File: config.mk
export PLATFORM = sky130hd
export DESIGN_NAME = uart_tx_arbiter_flat
export DESIGN_NICKNAME = d
export VERILOG_FILES = /design/src/rtl/uart_tx_arbiter_if.sv /design/src/rtl/uart_tx_arbiter.sv /design/src/flat_wrapper.sv
export SDC_FILE = /design/constraint.sdc
export NUM_CORES = 1
export LEC_CHECK = 0
export CELL_PAD_IN_SITES_DETAIL_PLACEMENT = 0
export CELL_PAD_IN_SITES_GLOBAL_PLACEMENT = 1
export CORE_UTILIZATION = 21
export CTS_CLUSTER_SIZE = 40
export DETAILED_ROUTE_END_ITERATION = 7
export PLACE_DENSITY = 0.8
export SYNTH_ARGS = -nofsm -noshare
export SYNTH_HDL_FRONTEND = slang
export SYNTH_SLANG_ARGS = --single-unit
File: constraint.sdc
create_clock -name clk -period 1.4 [get_ports clk]
set_clock_uncertainty 0.05 [all_clocks]
set_input_delay 0.28 -clock clk [delete_from_list [all_inputs] [get_ports clk]]
set_output_delay 0.28 -clock clk [all_outputs]
set_load 0.005 [all_outputs]
File: src/rtl/uart_tx_arbiter_if.sv
// ---------------------------------------------------------------------------
// uart_tx_arbiter_if
//   Bundles the requester-side and serializer-side handshakes of the UART TX
//   arbiter.
//
//   Handshake rule (both sides): a byte moves on a rising clk edge where valid
//   and ready are both high; a source keeps valid, data and last stable until
//   that edge; ready may depend combinationally on valid.
//
//   Signals:
//     req_valid   [NREQ]    per-requester byte valid
//     req_data    [8*NREQ]  requester i uses bits [8i+7:8i]
//     req_last    [NREQ]    final byte of a packet, qualified by req_valid
//     req_ready   [NREQ]    per-requester byte accepted
//     tx_valid / tx_data / tx_ready   byte stream to the serializer
//     grant       [NREQ]    one-hot owner, zero when unlocked
//     busy                  a packet is locked
//     abort_pulse           watchdog dropped a packet (one cycle)
//     dbg_state             arbiter FSM state (0 = IDLE, 1 = LOCKED)
//
//   Modports: slave = arbiter view, master = requesters + serializer view.
// ---------------------------------------------------------------------------
interface uart_tx_arbiter_if #(
  parameter int NREQ = 3
);
  logic [NREQ-1:0]   req_valid;
  logic [8*NREQ-1:0] req_data;
  logic [NREQ-1:0]   req_last;
  logic [NREQ-1:0]   req_ready;
  logic              tx_valid;
  logic [7:0]        tx_data;
  logic              tx_ready;
  logic [NREQ-1:0]   grant;
  logic              busy;
  logic              abort_pulse;
  logic              dbg_state;

  modport slave (
    input  req_valid, req_data, req_last, tx_ready,
    output req_ready, tx_valid, tx_data, grant, busy, abort_pulse, dbg_state
  );

  modport master (
    output req_valid, req_data, req_last, tx_ready,
    input  req_ready, tx_valid, tx_data, grant, busy, abort_pulse, dbg_state
  );
endinterface

File: src/rtl/uart_tx_arbiter.sv
// ---------------------------------------------------------------------------
// uart_tx_arbiter
//   Shares one byte-level UART transmitter between NREQ packet sources
//   (0 = status dump, 1 = RX echo, 2 = alarm notifier). Round-robin grant,
//   held for a whole packet so packets never interleave on the line.
//
//   Ports:
//     clk    system clock
//     rst_n  asynchronous active-low reset
//     bus    uart_tx_arbiter_if.slave (requester + serializer handshakes,
//            grant / busy / abort_pulse / dbg_state status)
//
//   Optional feature: define UART_TX_ARB_WATCHDOG_EN to add a stall watchdog
//   that drops a locked packet after TIMEOUT cycles with the owner's valid
//   low. Without it, abort_pulse is tied low and TIMEOUT is unused.
// ---------------------------------------------------------------------------
module uart_tx_arbiter #(
  parameter int          NREQ    = 3,
  parameter logic [15:0] TIMEOUT = 16'd50000
) (
  input  logic             clk,
  input  logic             rst_n,
  uart_tx_arbiter_if.slave bus
);
  localparam int IW = (NREQ > 1) ? $clog2(NREQ) : 1;

  typedef enum logic {IDLE = 1'b0, LOCKED = 1'b1} state_t;

  state_t        state, state_nxt;
  logic [IW-1:0] owner, owner_nxt;
  logic [IW-1:0] rr, rr_nxt;
  logic [IW-1:0] sel_idx;
  logic          own_valid;
  logic          own_last;
  logic          xfer;
  logic          abort_now;

  // (base + off) mod NREQ, for off in 0..NREQ-1.
  function automatic logic [IW-1:0] wrap_add(input logic [IW-1:0] base, input int off);
    int s;
    s = int'(base) + off;
    if (s >= NREQ) s = s - NREQ;
    return IW'(s);
  endfunction

  // Round-robin pick: scanning downward and overwriting leaves the first
  // valid requester at or after rr (modulo NREQ).
  always_comb begin
    sel_idx = rr;
    for (int k = NREQ - 1; k >= 0; k--) begin
      if (bus.req_valid[wrap_add(rr, k)]) sel_idx = wrap_add(rr, k);
    end
  end

  // Owner data path is purely combinational: no per-byte latency.
  assign own_valid     = bus.req_valid[owner];
  assign own_last      = bus.req_last[owner];
  assign bus.tx_valid  = (state == LOCKED) && own_valid;
  assign bus.tx_data   = bus.tx_valid ? bus.req_data[8*owner +: 8] : 8'h00;
  assign xfer          = bus.tx_valid && bus.tx_ready;
  assign bus.req_ready = (state == LOCKED) ? (NREQ'(bus.tx_ready) << owner) : '0;
  assign bus.grant     = (state == LOCKED) ? (NREQ'(1) << owner) : '0;
  assign bus.busy      = (state == LOCKED);
  assign bus.dbg_state = state;

  always_comb begin
    state_nxt = state;
    owner_nxt = owner;
    rr_nxt    = rr;
    case (state)
      IDLE: begin
        if (|bus.req_valid) begin
          state_nxt = LOCKED;
          owner_nxt = sel_idx;
        end
      end
      LOCKED: begin
        // Release on the last byte or on a watchdog abort; either way the
        // next search starts just past the released owner.
        if ((xfer && own_last) || abort_now) begin
          state_nxt = IDLE;
          rr_nxt    = wrap_add(owner, 1);
        end
      end
      default: state_nxt = IDLE;
    endcase
  end

  always_ff @(posedge clk or negedge rst_n) begin
    if (!rst_n) begin
      state <= IDLE;
      owner <= '0;
      rr    <= '0;
    end else begin
      state <= state_nxt;
      owner <= owner_nxt;
      rr    <= rr_nxt;
    end
  end

`ifdef UART_TX_ARB_WATCHDOG_EN
  logic [15:0] stall_cnt;
  logic        abort_q;

  // Only cycles with the owner's valid low count; serializer backpressure
  // (tx_ready low) never does. The counter is held at zero outside LOCKED,
  // so it starts from zero on every new lock.
  assign abort_now = (state == LOCKED) && !own_valid && (stall_cnt == TIMEOUT - 16'd1);

  always_ff @(posedge clk or negedge rst_n) begin
    if (!rst_n) begin
      stall_cnt <= '0;
      abort_q   <= 1'b0;
    end else begin
      abort_q <= abort_now;
      if ((state != LOCKED) || xfer) begin
        stall_cnt <= '0;
      end else if (!own_valid) begin
        stall_cnt <= stall_cnt + 16'd1;
      end
    end
  end

  assign bus.abort_pulse = abort_q;
`else
  assign abort_now       = 1'b0;
  assign bus.abort_pulse = 1'b0;
`endif

endmodule

File: src/flat_wrapper.sv
// flat-port wrapper written by rule: the top's interface ports become plain ports
module uart_tx_arbiter_flat 
#(
  parameter int          NREQ    = 3,
  parameter logic [15:0] TIMEOUT = 16'd50000
)
  (clk, rst_n, bus_req_valid, bus_req_data, bus_req_last, bus_tx_ready, bus_req_ready, bus_tx_valid, bus_tx_data, bus_grant, bus_busy, bus_abort_pulse, bus_dbg_state);
  uart_tx_arbiter_if #(.NREQ(NREQ)) bus_i ();
  input  logic clk;
  input  logic rst_n;
  input wire logic [$bits(bus_i.req_valid)-1:0] bus_req_valid;
  input wire logic [$bits(bus_i.req_data)-1:0] bus_req_data;
  input wire logic [$bits(bus_i.req_last)-1:0] bus_req_last;
  input wire logic [$bits(bus_i.tx_ready)-1:0] bus_tx_ready;
  output wire logic [$bits(bus_i.req_ready)-1:0] bus_req_ready;
  output wire logic [$bits(bus_i.tx_valid)-1:0] bus_tx_valid;
  output wire logic [$bits(bus_i.tx_data)-1:0] bus_tx_data;
  output wire logic [$bits(bus_i.grant)-1:0] bus_grant;
  output wire logic [$bits(bus_i.busy)-1:0] bus_busy;
  output wire logic [$bits(bus_i.abort_pulse)-1:0] bus_abort_pulse;
  output wire logic [$bits(bus_i.dbg_state)-1:0] bus_dbg_state;
  assign bus_i.req_valid = bus_req_valid;
  assign bus_i.req_data = bus_req_data;
  assign bus_i.req_last = bus_req_last;
  assign bus_i.tx_ready = bus_tx_ready;
  assign bus_req_ready = bus_i.req_ready;
  assign bus_tx_valid = bus_i.tx_valid;
  assign bus_tx_data = bus_i.tx_data;
  assign bus_grant = bus_i.grant;
  assign bus_busy = bus_i.busy;
  assign bus_abort_pulse = bus_i.abort_pulse;
  assign bus_dbg_state = bus_i.dbg_state;
  uart_tx_arbiter #(.NREQ(NREQ), .TIMEOUT(TIMEOUT)) u_core (.clk(clk), .rst_n(rst_n), .bus(bus_i));
endmodule
* Word-level counts from Yosys, hierarchy flattened
Cells that the tools add are included.
** Word-level totals
- Flip-flop bits (word level) :: 5
- Input port bits :: 33
- Logic and storage cells :: 51
** Operators by class
- Multiplexer cells :: 23
- Reduce and logical (&&, ||, !) cells :: 6
- Order comparisons :: 8
- Shifts and indexed selects :: 3
- $add $sub $neg :: 7
- Bitwise logic cells :: 1
** Operators with widths (count)
- $shiftx 24x6->8 :: 1
- $mux 2 :: 7
- $lt 2x3->1 const B :: 4
- $bmux 1 s2 :: 5
- $ge 3x2->1 const B :: 3
- $mux 8 :: 1
- $mux 1 :: 7
- $add 2x1->3 const B :: 2
- $mux 3 :: 2
- $sub 2x1->2 const B :: 3
- $reduce_and 2->1 :: 2
- $add 2x2->3 const B :: 1
- $logic_and 1x1->1 :: 3
- $reduce_or 3->1 :: 1
- $shl 1x2->3 :: 1
- $shl 1x2->3 const A :: 1
- $ge 2x2->1 const B :: 1
- $pmux 1 s2 :: 1
- $sub 2x2->2 const B :: 1
- $not 1->1 :: 1

* Logic depth before layout (Yosys ltp)
Gate-level depths: netlist of run 1.
- Word-level depth :: 8
- Gate-level depth with buffers :: 7
- Gate-level depth less buffers :: 6

* Least setup slack after synthesis of run 1
OpenSTA, ideal clock, no wires.
- Path kind :: register to output
- From :: register u_core.owner[0]
- To :: output bus_grant[2]
- Data required time :: 1.070 ns
- Arrival :: 1.178 ns
- Cell stages (with the launch flop) :: 6
- Path slack :: -0.108 ns
- Buffers on the path :: 2
- Path through :: dfrtp_1 buf_4 buf_2 inv_1 ha_1 and2_1
** On the way
- Cells in the longest elaborated chain, start to end :: 2
** Ends and longest elaborated chain
- start, declared :: RTL line uart_tx_arbiter.sv:30 : logic [IW-1:0] owner, owner_nxt;
- start signal, assigned :: RTL line uart_tx_arbiter.sv:96 : owner <= owner_nxt;
- $shl 1x2->3 :: RTL line uart_tx_arbiter.sv:62 : assign bus.grant = (state == LOCKED) ? (NREQ'(1) << owner) : '0;
- $mux 3 :: RTL line uart_tx_arbiter.sv:62
- end, declared :: RTL line flat_wrapper.sv:18 : output wire logic [$bits(bus_i.grant)-1:0] bus_grant;
Every way passes these cells.

* Worst setup path in the final report of run 1
- From :: register u_core.owner[0]
- To :: output bus_tx_data[4]
** On the way
- Cells in the longest elaborated chain, start to end :: 4
** Ends and longest elaborated chain
- branches (longest 3 deep; another with $shiftx 24x6->8)
- $mux 8 * :: RTL line uart_tx_arbiter.sv:59 : assign bus.tx_data = bus.tx_valid ? bus.req_data[8*owner +: 8] : 8'h00;
- end, declared :: RTL line flat_wrapper.sv:17 : output wire logic [$bits(bus_i.tx_data)-1:0] bus_tx_data;
Mark *: on every way between the ends. The select of a mux whose other input is x is not followed.

==> results of run 1 <==
==> path summary, 6_finish.rpt <==
| kind | cells after the start | start | to | slack [ns] |
|---|---|---|---|---|
| setup / recovery | 6 | u_core.owner[0] | bus_tx_data[4] | -0.53 |
| hold / removal | 1 | rst_n | u_core.rr[1] | 0.20 |
| setup reg to reg | 6 | u_core.owner[0] | u_core.rr[1] | -0.32 |
| hold reg to reg | 1 | u_core.rr[1] | u_core.rr[1] | 0.57 |
| max in group asynchronous | 1 | rst_n | u_core.owner[0] | 0.88 |
| min in group clk | 1 | u_core.rr[1] | u_core.rr[1] | 0.57 |
==> metrics by stage <==
step / setup slack, ns / util [%] / hold WS, ns / setup TNS, ns
floorplan: -0.02180 / - / -0.06559 / -0.2316
global placement: -0.7341 / 42.20 / 0.4679 / -10.41
detailed placement: -0.7761 / 42.20 / 0.4798 / -10.82
CTS: -0.5271 / 50.66 / 0.2246 / -6.326
global route: -0.6021 / 55.20 / 0.2379 / -7.995
finish: -0.5330 / 55.20 / 0.2039 / -6.915
==> Yosys cell counts <==
cell type                   count  share of area [%]
sky130_fd_sc_hd__a21boi_0       1               0.97
sky130_fd_sc_hd__o2bb2ai_1      1                1.1
sky130_fd_sc_hd__o21a_1         1               0.97
sky130_fd_sc_hd__o41ai_1        1                1.1
sky130_fd_sc_hd__clkbuf_1       3                1.5
sky130_fd_sc_hd__buf_2          2                1.3
sky130_fd_sc_hd__o21ai_0        2                1.3
sky130_fd_sc_hd__mux2i_1       13                 17
sky130_fd_sc_hd__dfrtp_1        5                 16
sky130_fd_sc_hd__o21ai_2        1                1.1
sky130_fd_sc_hd__conb_1         1               0.49
sky130_fd_sc_hd__nand2_1        5                2.4
sky130_fd_sc_hd__a21oi_1       10                6.5
sky130_fd_sc_hd__nor2_1        19                9.3
sky130_fd_sc_hd__a211o_1        1                1.1
sky130_fd_sc_hd__nand3b_1       2                1.9
sky130_fd_sc_hd__o21ai_1        1               0.65
sky130_fd_sc_hd__inv_1          7                3.4
sky130_fd_sc_hd__nand4_2        1                1.6
sky130_fd_sc_hd__ha_1           7                 11
sky130_fd_sc_hd__mux2_1         1                1.5
sky130_fd_sc_hd__buf_4          3                2.9
sky130_fd_sc_hd__nor2b_1        3                2.4
sky130_fd_sc_hd__and2_1         3                2.4
sky130_fd_sc_hd__nor3_1         4                2.6
sky130_fd_sc_hd__a31oi_1        1               0.81
sky130_fd_sc_hd__o311a_1        1                1.3
sky130_fd_sc_hd__o211ai_1       4                3.9
sky130_fd_sc_hd__nand2b_1       1               0.81
==> repair_timing <==
action / 4_1_cts / 5_1_grt
pin swaps: 15 / 16
buffers inserted: 17 / 7
endpoints found under the setup margin: 22 / 22
gates resized for setup: 99 / 44
gates cloned: 3 / 0
==> worst max-delay path: stages, from the launching register on <==
cell and delay (ns):
sky130_fd_sc_hd__dfrtp_2 0.46, sky130_fd_sc_hd__mux2i_2 0.18, sky130_fd_sc_hd__o21ai_2 0.20, sky130_fd_sc_hd__nand2_2 0.14
sky130_fd_sc_hd__buf_4 0.16, sky130_fd_sc_hd__nor2_1 0.09, sky130_fd_sc_hd__buf_2 0.13
==> kinds of logic after synthesis <==
group | Yosys count | share of synthesized area, %
AO/OA/AOI/OAI | 25 | 20.94
adder cells (fa/ha/maj) | 7 | 11.36
buffers and inverters | 15 | 9.091
flip-flops | 5 | 16.23
multiplexers | 14 | 18.34
other | 1 | 0.4865
AND/OR/NAND/NOR | 38 | 23.54
==> registers in the layout, summed over array words and instances, names as in the netlist <==
name and cells:
u_core.owner 2, u_core.rr 2, u_core.bus.busy 1
==> cell type report <==
class | count | area [um^2] | share of cell area [%]
well taps | 46 | 57.56 | 3.052
clock buffers | 4 | 26.28 | 1.393
inverters | 7 | 38.79 | 2.057
multi-input cells | 86 | 767.0 | 40.68
flip-flops and latches | 5 | 130.1 | 6.901
repair buffers | 90 | 865.8 | 45.92
==> routing by layer <==
metal  global-route usage (%)  wire [um]  vias to the layer above
met5                        0          0                        -
met4                    8.140        160                        0
met3                    2.190         93                       15
met2                    30.71       1865                       30
met1                    18.26       1366                      508
li1                         -          -                      538
==> cells in the final DEF (no fill, tap or decap), types with 4 or more instances in the layout <==
| master | netlist | layout |
|---|---|---|
| sky130_fd_sc_hd__buf_2 | 2 | 11 |
| sky130_fd_sc_hd__buf_4 | 3 | 21 |
| sky130_fd_sc_hd__ha_4 | 0 | 5 |
| sky130_fd_sc_hd__nor2_4 | 0 | 4 |
| sky130_fd_sc_hd__clkdlybuf4s50_1 | 0 | 30 |
| sky130_fd_sc_hd__buf_6 | 0 | 18 |
| sky130_fd_sc_hd__nor2_2 | 0 | 4 |
| sky130_fd_sc_hd__dfrtp_2 | 0 | 4 |
| sky130_fd_sc_hd__nand2_1 | 5 | 4 |
| sky130_fd_sc_hd__o211ai_1 | 4 | 4 |
| sky130_fd_sc_hd__nor2_1 | 19 | 11 |
| sky130_fd_sc_hd__inv_2 | 0 | 4 |
| sky130_fd_sc_hd__a21oi_1 | 10 | 4 |
| sky130_fd_sc_hd__mux2i_1 | 13 | 11 |
| sky130_fd_sc_hd__a21oi_2 | 0 | 6 |
==> where the power goes <==
part           internal (mW)  total (mW)  leakage [nW]  switching (mW)
Sequential             0.220       0.343        0.0523           0.123
Clock                  0.109       0.179        0.0150          0.0709
Combinational           1.95        3.39         0.785            1.44
Total                   2.28        3.91         0.852            1.63
==> impl_metrics.yaml, run 1 <==
cells_and_area:
  design_area_mm2: 0.001886
  antenna_cells: 0
  finish.cell_count_without_fillers: 238
  fill_cells: 292
  num-nets-final: 233
  syn_to_final_growth_pct: 144.6
  drive_gt1_share_pct: 54.17
cts:
  cts_tree: "built"
  clk_latency_ns: 0.25
  clkSinkCount: 5
  clock_pin_slew_on_the_worst_setup_and_hold_paths_ns: 0.05
  max-clock-path-buffers: 2
  cts-root-buf: "sky130_fd_sc_hd__clkbuf_4"
  cts_htree_levels: 1
  cts.hold.buffers_added: 0
  numCtsBuffers: 3
sta:
  fin_crit_ns: 1.933
  timing_max_transition_violations_final: 0
  timing.final.setup_violations: 20
  setup_ws_ns: -0.5330
  rsz0062_at_grt: "yes"
  timing.fmax_ghz: 0.5173
  timing.final.hold_violations: 0
  layout_worst_path_cycle_share_pct: 138.1
detailed_routing:
  ant_nets: 0
  drt-total-wl_um: 3486
  drt_iter0_markers: 56
  route.detailed.drc: 0
  dr_total_vias: 1091
  via_density_per_instance: 4.584
  wire_per_inst_um: 14.65
  drtPass1Iterations: 4
placed_design:
  place.port_buffers: 49
  globalplace.congestion: 0.7707
  detailedPlacementHpwl_um: 2133
  dp_cells: 210
  dpl-instance-area_mm2: 0.001441
floorplan:
  dieWidth_um: 62.58
  fp.dieArea_mm2: 0.003916
  ios: 51
  row_count: 21
  start_util_pct: 22.56
  floorplan.die.height_um: 62.58
  core-area_mm2: 0.003416
grt:
  grt_antenna_before_repair: 0
  first_global_vias: 1091
  grt_usage_pct: 16.56
  gr-total-overflow: 0
  largest_net_degree_at_the_start_of_global_routing: 9
  global_route_wire_length_before_repair_um: 5064
power_and_ir_drop:
  irDropWorstVdd_mv: 0.5748
  leakagePower_nw: 0.8523
  p_per_area_mw_per_mm2: 2074
  post_layout_total_power_mw: 3.910
worst_setup_path:
  timing.critical_path.required_ns: 1.07
  crit_path_end_kind: "output pin"
  crit_type: "reg -> out"
  critical_path_arrival_ns: 1.60
  worst_setup_path_start_kind: "flip-flop"
  worstPathMaxFanout: 4
logic_synthesis:
  synth-warning-count: 0
  post_synth_instance_area_um2: 770.7
  number_of_synthesized_register_bits: 5
  synthesis.nets: 145
  netlist_instances: 105
  postSynthAreaPerCell_um2: 7.340
  synth-seq-area-share_pct: 16.23
  netlist-cell-type-count: 29
status:
  run_status: "complete, but fails checks"
  failed_checks: "negative setup slack"
run:
  max_cap_violations: 0
min_path:
  hold_path_class: "in -> async"
Power figures use the tool's default switching activity.
==> run 2: changes to the inputs <==
CORE_UTILIZATION = 23   (was 21)
PLACE_DENSITY = 0.83   (was 0.8)
TNS_END_PERCENT = 50   (was not set)
clock period = 1.9 ns   (was 1.4 ns; I/O delays follow)
==> impl_metrics.yaml, run 2 (synthesis gave the netlist of run 1 again) <==
status:
  run_status: "complete, but fails checks"
  failed_checks: "negative setup slack"
grt:
  largest_net_degree_at_the_start_of_global_routing: 11
  global_route_wire_length_before_repair_um: 4181
  gr-total-overflow: 0
  first_global_vias: 915
  grt_antenna_before_repair: 0
  grt_usage_pct: 15.56
detailed_routing:
  drt-total-wl_um: 2625
  wire_per_inst_um: 11.67
  drt_iter0_markers: 35
  via_density_per_instance: 4.489
  ant_nets: 0
  route.detailed.drc: 0
  drtPass1Iterations: 4
  dr_total_vias: 1010
cells_and_area:
  drive_gt1_share_pct: 32.04
  finalCoreUtilization_pct: 49.96
  layout.cells.most_common_list: "sky130_fd_sc_hd__clkdlybuf4s50_1, sky130_fd_sc_hd__buf_4, sky130_fd_sc_hd__nor2_1"
  num-nets-final: 222
  fill_cells: 309
  register_area_um2: 127.6
  antenna_cells: 0
  final_common_cell: "sky130_fd_sc_hd__clkdlybuf4s50_1"
  syn_to_final_growth_pct: 102.8
  area_used_by_multi_input_combinational_logic_um2: 628.1
min_path:
  hold_path_class: "in -> async"
power_and_ir_drop:
  p_sw_mw: 0.8818
  internal_power_mw: 1.171
  leakagePower_nw: 0.7823
  post_layout_total_power_mw: 2.052
  clock_power_share_pct: 6.4
  switching_power_as_a_share_of_total_power_pct: 42.96
  irDropWorstVdd_mv: 0.5123
  comb_power_share_pct: 82.9
  sequentialPowerShare_pct: 10.7
  p_per_area_mw_per_mm2: 1313
cts:
  numCtsBuffers: 3
  cts-root-buf: "sky130_fd_sc_hd__clkbuf_4"
  clk_latency_ns: 0.25
  cts_tree: "built"
  cts_htree_levels: 1
  clkSinkCount: 5
  cts.hold.buffers_added: 0
  clock_pin_slew_on_the_worst_setup_and_hold_paths_ns: 0.05
  max-clock-path-buffers: 2
sta:
  rsz0062_at_grt: "yes"
  timing.final.hold_violations: 0
  timing_max_transition_violations_final: 0
  hold-worst-slack_ns: 0.3160
  timing.fmax_ghz: 0.4757
  fin_crit_ns: 2.102
  timing.final.setup_violations: 9
  layout_worst_path_cycle_share_pct: 110.6
  setup_ws_ns: -0.2023
  timing.setup.tns_ns: -1.373
placed_design:
  detailedPlacementHpwl_um: 1967
  place.port_buffers: 49
  globalplace.congestion: 0.8277
worst_setup_path:
  setup.reg_to_reg.worst_slack_ns: 0.27
  critical_path_arrival_ns: 1.67
  crit_type: "reg -> out"
  worstPathMaxFanout: 3
  worst_setup_path_start_kind: "flip-flop"
  ff2ff_path_depth: 6
  timing.rr.start: "u_core.owner[0]"
  timing.critical_path.required_ns: 1.47
  worstSetupStartpoint: "u_core.owner[0]"
  crit_path_end_kind: "output pin"
floorplan:
  floorplan.die.height_um: 59.89
  row_count: 20
  fp.dieArea_mm2: 0.003587
  ios: 51
  dieWidth_um: 59.89
  core-area_mm2: 0.003128
  start_util_pct: 24.64
run:
  max_cap_violations: 0
-- run 2: routing by layer --
layer	GRT usage [%]	vias up	part of all wire [%]
li1	-	514	-
met1	22.03	464	47
met2	24.29	28	49
met3	0.6494	4	2.6
met4	6.977	0	1.6
met5	0	-	0
-- run 2: layout make-up --
type / count / share of cell area, %
sequential: 5 / 8.167
multi-input combinational: 86 / 40.19
clock buffer: 4 / 1.681
timing repair buffer: 79 / 44.76
tap: 44 / 3.523
inverter: 7 / 1.681
-- run 2: timing repair --
item,in CTS,in global routing
pin swaps,7,3
hold endpoints to repair,0,0
gates cloned,1,0
buffers inserted,11,2
resized for setup,52,14
setup endpoints to repair,15,12
-- run 2: power groups by stage --
stage / Clock, mW / Combinational, mW / Sequential, mW
6_report: 0.131 / 1.70 / 0.219
3_3_place_gp: 0 / 1.37 / 0.219
2_1_floorplan: 0 / 0.771 / 0.206
5_1_grt: 0.141 / 1.88 / 0.225
4_1_cts: 0.134 / 1.59 / 0.222
3_5_place_dp: 0 / 1.39 / 0.219
-- run 2: worst paths after layout --
check	endpoint
min reg2reg	u_core.rr[1]
min in group clk	u_core.rr[1]
max in group asynchronous	u_core.owner[1]
max reg2reg	u_core.rr[1]
max	bus_tx_data[0]
min	u_core.owner[0]
-- run 2: worst max-delay path, stage by stage (launching register included) --
cell and delay [ns]:
sky130_fd_sc_hd__dfrtp_1 0.42, sky130_fd_sc_hd__buf_6 0.14, sky130_fd_sc_hd__mux2i_2 0.15, sky130_fd_sc_hd__o21ai_2 0.18, sky130_fd_sc_hd__buf_4 0.15, sky130_fd_sc_hd__nand2_4 0.05, sky130_fd_sc_hd__buf_6 0.13, sky130_fd_sc_hd__nor2_1 0.08
sky130_fd_sc_hd__buf_2 0.12
-- run 2: metrics by stage --
step / instance area (um^2) / worst slack [ns] / cells
2_1_floorplan: 770.7 / 0.2916 / 105
3_3_place_gp: 1400 / -0.4954 / 207
3_5_place_dp: 1400 / -0.5417 / 207
4_1_cts: 1509 / -0.2118 / 223
5_1_grt: 1563 / -0.2567 / 225
6_report: 1563 / -0.2023 / 225
==> run 3: changes to the inputs <==
CORE_MARGIN = 5   (was not set)
CORE_UTILIZATION = 21   (was 23)
PLACE_DENSITY = 0.8   (was 0.83)
clock period = 1.75 ns   (was 1.9 ns; I/O delays follow)
==> impl_metrics.yaml, run 3 (synthesis gave the netlist of run 1 again) <==
power_and_ir_drop:
  irDropWorstVdd_mv: 0.5756
  p_per_area_mw_per_mm2: 1515
  leakagePower_nw: 0.7728
sta:
  timing.final.setup_violations: 16
  hold-worst-slack_ns: 0.3069
  timing.fmax_ghz: 0.5300
  fin_crit_ns: 1.887
  timing_max_transition_violations_final: 0
  rsz0062_at_grt: "yes"
  timing.final.hold_violations: 0
  layout_worst_path_cycle_share_pct: 107.8
  timing.setup.tns_ns: -1.175
  setup_ws_ns: -0.1366
worst_setup_path:
  worst_setup_path_start_kind: "flip-flop"
  critical_path_buf_inv_count: 5
  cp_common_cell: "sky130_fd_sc_hd__buf_12"
  critical-path-max-stage-delay_ns: 0.42
  worstPathMaxFanout: 8
  critical-path-slowest-cell: "sky130_fd_sc_hd__dfrtp_1"
  path_cells: "buf_12 > buf_8 > nor2_4 > buf_6 > buf_12 > a21oi_2 > nor2_1 > buf_2"
  kind_of_cell_adding_the_most_delay_to_the_critical_path: "buffers and inverters"
  timing.critical_path.required_ns: 1.35
  crit_path_end_kind: "output pin"
  ff2ff_path_depth: 8
  timing.rr.start: "u_core.owner[0]"
  worstSetupStartpoint: "u_core.owner[0]"
  critical_path_arrival_ns: 1.49
  cp.depth: 8
  crit_type: "reg -> out"
cts:
  clock_pin_slew_on_the_worst_setup_and_hold_paths_ns: 0.04
  cts-root-buf: "sky130_fd_sc_hd__clkbuf_8"
  cts_htree_levels: 1
  cts_tree: "built"
  clkSinkCount: 5
  cts.hold.buffers_added: 0
  max-clock-path-buffers: 2
  clk_latency_ns: 0.23
  numCtsBuffers: 3
floorplan:
  start_util_pct: 21.37
  ios: 51
  core-area_mm2: 0.003606
  row_count: 22
  dieWidth_um: 70.58
  floorplan.die.height_um: 70.58
  fp.dieArea_mm2: 0.004982
detailed_routing:
  wire_per_inst_um: 12.40
  drtPass1Iterations: 4
  dr_total_vias: 1022
  ant_nets: 0
  route.detailed.drc: 0
  via_density_per_instance: 4.502
  drt-total-wl_um: 2814
  drt_iter0_markers: 22
cells_and_area:
  fill_cells: 353
  syn_to_final_growth_pct: 110.7
  finalCoreUtilization_pct: 45.04
  final_common_cell: "sky130_fd_sc_hd__clkdlybuf4s50_1"
  antenna_cells: 0
  area_used_by_multi_input_combinational_logic_um2: 654.4
  register_area_um2: 126.4
  drive_gt1_share_pct: 36.87
  num-nets-final: 220
  layout.cells.most_common_list: "sky130_fd_sc_hd__clkdlybuf4s50_1, sky130_fd_sc_hd__buf_4, sky130_fd_sc_hd__nor2_1"
min_path:
  hold_path_class: "in -> async"
placed_design:
  place.port_buffers: 49
  globalplace.congestion: 0.7598
  detailedPlacementHpwl_um: 2074
status:
  run_status: "complete, but fails checks"
  failed_checks: "negative setup slack"
grt:
  first_global_vias: 998
  gr-total-overflow: 0
  grt_usage_pct: 11.52
  largest_net_degree_at_the_start_of_global_routing: 14
  global_route_wire_length_before_repair_um: 4623
  grt_antenna_before_repair: 0
run:
  max_cap_violations: 0
-- run 3: cell type report --
cell class	count	area share, %
timing repair buffer	77	43.37
multi-input combinational	86	40.29
sequential	5	7.781
tap	48	3.698
clock buffer	4	2.773
inverter	7	2.080
-- run 3: repair_timing --
item | in CTS | in global routing
endpoints found under the hold margin | 0 | 0
setup endpoints to repair | 15 | 20
setup buffers | 15 | 1
pin swaps | 4 | 8
gates resized for setup | 70 | 29
cloned | 1 | 0
-- run 3: where the power goes --
group	internal (mW)	switching (mW)
sequential	0.169	0.0702
combinational	1.10	0.894
clock	0.157	0.0669
total	1.43	1.03
-- run 3: routing by layer --
layer  vias up  GRT usage, %  wire (um)
met5         -             0          0
met4         0         3.132         23
met3         5         4.261        206
met2        35         20.27       1471
met1       470         13.12       1112
li1        512             -          -
-- run 3: final timing paths --
path                                    to  slack [ns]
max                         bus_tx_data[3]       -0.14
min                        u_core.owner[0]        0.31
max reg2reg                   u_core.rr[1]       -0.07
min reg2reg                   u_core.rr[0]        0.61
max in group asynchronous  u_core.bus.busy        1.11
min in group clk              u_core.rr[0]        0.61
-- run 3: per-stage QoR --
stage               power, mW  worst slack (ns)  instance area (um^2)  cells
floorplan               1.060            0.1716                 770.7    105
global placement        1.670           -0.6142                  1368    206
detailed placement      1.700           -0.6555                  1368    206
CTS                     2.263           -0.1866                  1548    226
global route            2.678           -0.2413                  1624    227
finish                  2.461           -0.1366                  1624    227
